--- config.mk ---
export PLATFORM = sky130hd
export DESIGN_NAME = switch_mcu_regfile_host
export DESIGN_NICKNAME = d
export VERILOG_FILES = /design/src/rtl/switch_mcu_regfile_host.sv
export SDC_FILE = /design/constraint.sdc
export NUM_CORES = 1
export LEC_CHECK = 0
export BUFFER_PORTS_ARGS = -buffer_cell sky130_fd_sc_hd__buf_2
export CORE_MARGIN = 2
export CORE_UTILIZATION = 40
export DETAILED_ROUTE_END_ITERATION = 12
export PLACE_DENSITY = 0.65
export SETUP_SLACK_MARGIN = 0.1
export SLEW_MARGIN = 5
export SYNTH_ARGS = -nofsm -noshare
export SYNTH_HDL_FRONTEND = slang
export SYNTH_SLANG_ARGS = --single-unit
--- constraint.sdc ---
create_clock -name in_clk -period 5.9 [get_ports in_clk]
set_input_delay 0.885 -clock in_clk [delete_from_list [all_inputs] [get_ports in_clk]]
set_output_delay 0.885 -clock in_clk [all_outputs]
set_load 0.02 [all_outputs]
--- src/rtl/switch_mcu_regfile_host.sv ---
// switch_mcu_regfile_host: byte-serial host command bridge and sole master of the MCU regfile port
module switch_mcu_regfile_host #(
   parameter int RD_LAT  = 1,
   parameter int TIMEOUT = 1024
) (
   input  logic        in_clk,
   input  logic        in_rst,
   input  logic [7:0]  in_cmd_data,
   input  logic        in_cmd_valid,
   output logic        out_cmd_ready,
   output logic [7:0]  out_rsp_data,
   output logic        out_rsp_valid,
   input  logic        in_rsp_ready,
   output logic [4:0]  out_addr,
   output logic [31:0] out_wdata,
   output logic        out_wr,
   input  logic [31:0] in_rdata,
   output logic        out_busy
);
   localparam int TMAX = TIMEOUT > RD_LAT ? TIMEOUT : RD_LAT;
   localparam int TW   = $clog2(TMAX + 1);
   typedef enum logic [2:0] {IDLE, GET_DATA, WRITE, READ_WAIT, RSP_HDR, RSP_DATA, ERR} state_t;
   state_t        state_q, state_d;
   logic [4:0]    addr_q, addr_d;
   logic [31:0]   wdata_q, wdata_d, sh_q, sh_d;
   logic [7:0]    hdr_q, hdr_d;
   logic [1:0]    cnt_q, cnt_d;
   logic [TW-1:0] tmr_q, tmr_d;
   logic          cmd_acc, rsp_acc;
   // handshake outputs decode only registered state, so nothing combinational from the valids
   assign out_cmd_ready = state_q == IDLE || state_q == GET_DATA;
   assign out_rsp_valid = state_q inside {RSP_HDR, RSP_DATA, ERR};
   assign cmd_acc       = in_cmd_valid && out_cmd_ready;
   assign rsp_acc       = out_rsp_valid && in_rsp_ready;
   assign out_rsp_data  = state_q == RSP_HDR  ? hdr_q :
                          state_q == RSP_DATA ? sh_q[31:24] :
                          state_q == ERR      ? 8'hEE : 8'h00;
   assign out_wr        = state_q == WRITE && !in_rst;
   assign out_busy      = state_q != IDLE;
   assign out_addr      = addr_q;
   assign out_wdata     = wdata_q;
   always_comb begin
      state_d = state_q;
      addr_d  = addr_q;
      wdata_d = wdata_q;
      sh_d    = sh_q;
      hdr_d   = hdr_q;
      cnt_d   = cnt_q;
      tmr_d   = tmr_q;
      case (state_q)
         IDLE: if (cmd_acc) begin
            if (in_cmd_data[6:5] != 2'b00) state_d = ERR;
            else begin
               addr_d  = in_cmd_data[4:0];
               cnt_d   = 2'd0;
               tmr_d   = in_cmd_data[7] ? '0 : TW'(RD_LAT);
               state_d = in_cmd_data[7] ? GET_DATA : READ_WAIT;
            end
         end
         GET_DATA: if (cmd_acc) begin
            wdata_d = {wdata_q[23:0], in_cmd_data};
            tmr_d   = '0;
            cnt_d   = cnt_q + 2'd1;
            if (cnt_q == 2'd3) state_d = WRITE;
         end else begin
            tmr_d = tmr_q + TW'(1);
            if (tmr_d == TW'(TIMEOUT)) state_d = ERR;
         end
         WRITE: begin
            hdr_d   = 8'hA5;
            state_d = RSP_HDR;
         end
         READ_WAIT: if (tmr_q == '0) begin
            sh_d    = in_rdata;
            hdr_d   = 8'h5A;
            state_d = RSP_HDR;
         end else tmr_d = tmr_q - TW'(1);
         RSP_HDR: if (rsp_acc) begin
            cnt_d   = 2'd0;
            state_d = hdr_q == 8'h5A ? RSP_DATA : IDLE;
         end
         RSP_DATA: if (rsp_acc) begin
            sh_d  = {sh_q[23:0], 8'h00};
            cnt_d = cnt_q + 2'd1;
            if (cnt_q == 2'd3) state_d = IDLE;
         end
         ERR: if (rsp_acc) state_d = IDLE;
         default: state_d = IDLE;
      endcase
   end
   always_ff @(posedge in_clk) begin
      if (in_rst) begin
         state_q <= IDLE;
         addr_q  <= '0;
         wdata_q <= '0;
         sh_q    <= '0;
         hdr_q   <= '0;
         cnt_q   <= '0;
         tmr_q   <= '0;
      end else begin
         state_q <= state_d;
         addr_q  <= addr_d;
         wdata_q <= wdata_d;
         sh_q    <= sh_d;
         hdr_q   <= hdr_d;
         cnt_q   <= cnt_d;
         tmr_q   <= tmr_d;
      end
   end
endmodule

=== After elaboration in Yosys (flattened, before gate mapping) ===
Cells that the tools add are included.

* Flip-flop bits (word level): 93
* Input bits: 44
* Output and inout bits: 49
* Word-level logic and storage cells: 85

* Add/sub/neg operators: 3
* Equality and inequality tests: 20
* Mux-type cells: 33
* Bitwise logic cells: 1
* Reductions and logical operators: 21

{| class="wikitable"
|+ Operator list
! kind !! count
|-
| 32-bit two-way mux || 2
|-
| 32-bit one-hot mux with 2 select lines || 1
|-
| 11-bit two-way mux || 4
|-
| 3-bit two-way mux || 11
|-
| 11-bit one-hot mux with 3 select lines || 1
|-
| 8-bit two-way mux || 4
|-
| 3-bit one-hot mux with 7 select lines || 1
|-
| 2-bit != test, second input constant || 8
|-
| 8-bit one-hot mux with 2 select lines || 1
|-
| 2-bit two-way mux || 6
|-
| 11-bit by 1-bit adder with 11-bit output, second input constant || 1
|-
| 11-bit equality test, second input constant || 1
|-
| 11-bit zero test || 1
|-
| 11-bit by 1-bit subtractor with 11-bit output, second input constant || 1
|-
| 3-bit equality test, second input constant || 3
|-
| 3-bit nonzero test || 3
|-
| 8-bit by 7-bit equality test with 1-bit output, second input constant || 1
|-
| 2-bit one-hot mux with 4 select lines || 1
|-
| 8-bit AND reduction || 1
|-
| 3-bit by 2-bit equality test with 1-bit output, second input constant || 2
|-
| 3-bit by 2-bit != test with 1-bit output, second input constant || 2
|-
| 3-bit AND reduction || 2
|-
| 6-bit AND reduction || 1
|-
| 2-bit nonzero test || 3
|-
| other kinds (13) || 16
|}

=== Logic depth before layout (Yosys ltp) ===
* Depth in word-level cells: 5
* Depth in mapped cells: 9
* Depth with buffers taken out: 7

=== Worst setup path before layout ===
No wires, ideal clock.

* Kind: in2out
* From: in in_rst
* To: out out_wr
* Arrival: 1764 ps
* Required time: 5015 ps
* Slack: 3251 ps
* Stages: 4
* Cells stage by stage: clkbuf_1 -> clkbuf_1 -> buf_1 -> nor2_1

* Word-level cells in the longest chain between the ends: 2

{| class="wikitable"
|+ RTL lines
! what !! RTL line !! RTL
|-
| from (decl) || 7 || <nowiki>input logic in_rst,</nowiki>
|-
| 1-bit zero test || 38 || <nowiki>assign out_wr = state_q == WRITE && !in_rst;</nowiki>
|-
| 1-bit logical AND || 38 ||
|-
| to (decl) || 16 || <nowiki>output logic out_wr,</nowiki>
|}

No other way between the ends.

=== Final worst setup path ===
* From: reg state_q[1]
* To: reg sh_q[30]

* Word-level cells in the longest chain between the ends: 5
* Elaborated cells on any way between the ends: 11

{| class="wikitable"
|+ RTL lines
! what !! RTL line !! RTL
|-
| from (decl) || 23 || <nowiki>state_t state_q, state_d;</nowiki>
|-
| from (signal assigned) || 101 || <nowiki>state_q <= state_d;</nowiki>
|-
| 3-bit equality test (on tied branches) || 32, 50 ||
|-
| 3-bit nonzero test || 32 || <nowiki>assign out_rsp_valid = state_q inside {RSP_HDR, RSP_DATA, ERR};</nowiki>
|-
| 1-bit logical AND || 34 || <nowiki>assign rsp_acc = out_rsp_valid && in_rsp_ready;</nowiki>
|-
| 2-bit != test (no line) || -- ||
|-
| 3-bit AND reduction (no line) || -- ||
|-
| to (signal assigned) || 96 || <nowiki>sh_q <= '0;</nowiki>
|-
| to (signal assigned) || 104 || <nowiki>sh_q <= sh_d;</nowiki>
|-
| to (decl) || 25 || <nowiki>logic [31:0] wdata_q, wdata_d, sh_q, sh_d;</nowiki>
|}

Parallel ways exist; a longest one is shown, timed or not.
A chain may end at the register's enable or synchronous reset.

==> results.txt <==
CTS Buf Count = 9
Syn. warnings = 0
Antenna diode instance count = 0
Most common cell in the netlist = nand2_1
Arrival @ worst endpoint = 3.48 ns
CP Capture Type = flop
Final setup skew = 0.00925 ns
P per Cell Area = 363 nW/um2
Pre-CTS setup slack = 2.72 ns
Vias = 4,014
Gate Count Post-Synth = 543
RSZ-0062 raised after global routing = no
Clock transition at the registers of the reported paths = 0.09 ns
Crit-path max cell delay = 0.77 ns
Area of the core = 10,300 um2
I/O pin cnt = 93
Largest net degree at the start of global routing = 87
Setup Viol. Count Final = 0
Setup bufs post-CTS = 0
Total Routing Usage GR = 18.7%
Power Total = 1.76 mW
Peak supply drop = 174 uV
Setup TNS = 0 ns
Die X-Extent = 107 um
LEAKAGE = 1.90 nW
Vias in the first global route = 3,560
DR DRC count = 0
Synth async-reset ratio = 0%
Hold buffers post-CTS = 0
Critical-path maximum fanout = 48
Mapped cell area = 4210 um2
Global placer's final weighted congestion = 0.854
Hold Path Class = reg -> reg
Final Core Density = 47.3%
Final hold violation count = 0
Clock Path Buffers = 2
Status = finished clean
CP cell instances = and3b_1, and4_1, a31o_2, nor2_1, a311oi_1
1st-iter DRT viols = 372
Syn nets = 591
Synthesized flop and latch total = 87
Fill cells = 1,044
Worst-Margin Slew = 1.12 ns
Synth area leader = dfxtp_1
Starting Density = 41.0%
Vias per cell = 5.43
Share of the synthesized area in the top cell type = 41.4%
DR pass1 iterations = 6
Clk Latency, worst-skew pair = 0.36 ns
Fin nets = 646
Ratio of cells with drive above 1 in the final layout = 19.9%
Crit share post-route = 54.6%
Count of maximum capacitance violations = 0
Synthesis-to-finish area growth = 15.5%
Top_reg_cell synth = dfxtp_1
Worst Setup Slack, final = 2.68 ns
Post-CTS Resized = 0
Synth cell types = 59
Setup CP Type = reg -> reg
DR WL/cell = 14.5 um
Hpwl dp = 7180 um
Drt total wl = 10,700 um
Synth top cells by count = nand2_1 (115), dfxtp_1 (87), a21oi_1 (57)
# H-tree levels = 3
Die area = 11,400 um2
Synth top area cells = dfxtp_1 (41%), nand2_1 (10%), a21oi_1 (6.8%)
First-pass GRT wire length = 17,400 um
Fmax = 310 MHz
Die Ht = 107 um
Minimum clock period = 3.22 ns
# rows = 37
CP required = 6.16 ns
Initial antenna violation count = 0
Final slew viol count = 0
ANT nets after route = 0
CTS tree = built
Seq/Total Area, Yosys = 41.4%
# port buffers = 92
Average size of a mapped cell = 7.75 um2
Slew margin rel. = 25.0%
Clock sink count = 87
Root Driver = clkbuf_8
Remaining Overflow, GRT = 0
Startpoint class of the critical path = flop
Worst path slowest cell = dfxtp_1
EDFF count, synth = 0
-- layout by cell type, fill, tap and decap left out, types with 3 or more instances in the layout --
| cell type | instances |
|---|---|
| nor3_1 | 3 |
| nand4_1 | 5 |
| o211ai_1 | 3 |
| a21oi_1 | 57 |
| nand2_1 | 115 |
| o31ai_1 | 4 |
| a31oi_1 | 6 |
| nand2b_1 | 6 |
| o21ai_1 | 3 |
| o21ai_0 | 4 |
| mux2i_1 | 8 |
| buf_4 | 4 |
| a211oi_1 | 3 |
| ha_1 | 4 |
| nor2_1 | 55 |
| inv_1 | 6 |
| nor2b_1 | 3 |
| nand3_1 | 33 |
| dfxtp_1 | 87 |
| a22oi_1 | 8 |
| a311oi_1 | 27 |
| clkbuf_8 | 9 |
| o211a_1 | 3 |
| o22ai_1 | 5 |
| buf_2 | 92 |
| or3_1 | 3 |
-- report_power, final --
| part | switching (mW) | total, mW | internal [mW] |
|---|---|---|---|
| Sequential | 0.0783 | 0.731 | 0.652 |
| Combinational | 0.388 | 0.600 | 0.212 |
| Clock | 0.231 | 0.433 | 0.202 |
| Total | 0.697 | 1.76 | 1.07 |
-- final cells by class --
cell class / count / area, um2 / share of cell area (%)
multi-input combinational: 398 / 2230 / 45.9
sequential: 87 / 1740 / 35.8
inverter: 6 / 22.5 / 0.463
tap: 136 / 170 / 3.50
clock inverter: 7 / 80.1 / 1.65
timing repair buffer: 96 / 490 / 10.1
clock buffer: 9 / 124 / 2.55
-- flip-flops by register name (all words and copies together) (netlist names) --
signal     cells
hdr_q          2
state_q        3
cnt_q          2
out_addr       5
tmr_q         11
out_wdata     32
sh_q          32
-- per-layer routing --
metal | track usage [%] | up-vias | share of wire, % | routed length, um
met5 | 0 | - | 0 | 0
met4 | 5.66 | 0 | 1.5 | 163
met3 | 3.83 | 20 | 4.4 | 466
met2 | 29.8 | 91 | 48 | 5160
met1 | 25.4 | 1861 | 46 | 4900
li1 | - | 2042 | - | -
-- final timing paths --
path / from / endpoint / slack, ns / cells past startpoint
max: state_q[1] / sh_q[30] / 2.68 / 5
min: out_wdata[25] / out_wdata[25] / 0.46 / 2
max reg2reg: state_q[1] / sh_q[30] / 2.68 / 5
min reg2reg: out_wdata[25] / out_wdata[25] / 0.46 / 2
-- stage by stage --
step                      instances  hold slack [ns]  cell area, um2
after global placement          723            0.441            4660
after global routing            739            0.472            4860
after detailed placement        723            0.443            4660
after CTS                       739            0.457            4860
after floorplan                 543            0.450            4210
final                           739            0.456            4860
-- worst max-delay path, delay by kind of cell, from the launching register on --
family           cells  cell delay (ns)
AO/OA/AOI/OAI        2             1.04
flip-flops           1             0.77
AND/OR/NAND/NOR      3             1.30
-- kinds of logic after synthesis --
group / Yosys count / synth area share, %
multiplexers: 10 / 2.53
AO/OA/AOI/OAI: 141 / 22.7
flip-flops: 87 / 41.4
AND/OR/NAND/NOR: 241 / 26.1
adder cells (fa/ha/maj): 4 / 1.19
buffers and inverters: 58 / 5.68
XOR/XNOR: 2 / 0.416
(Power assumes the default switching activity.)
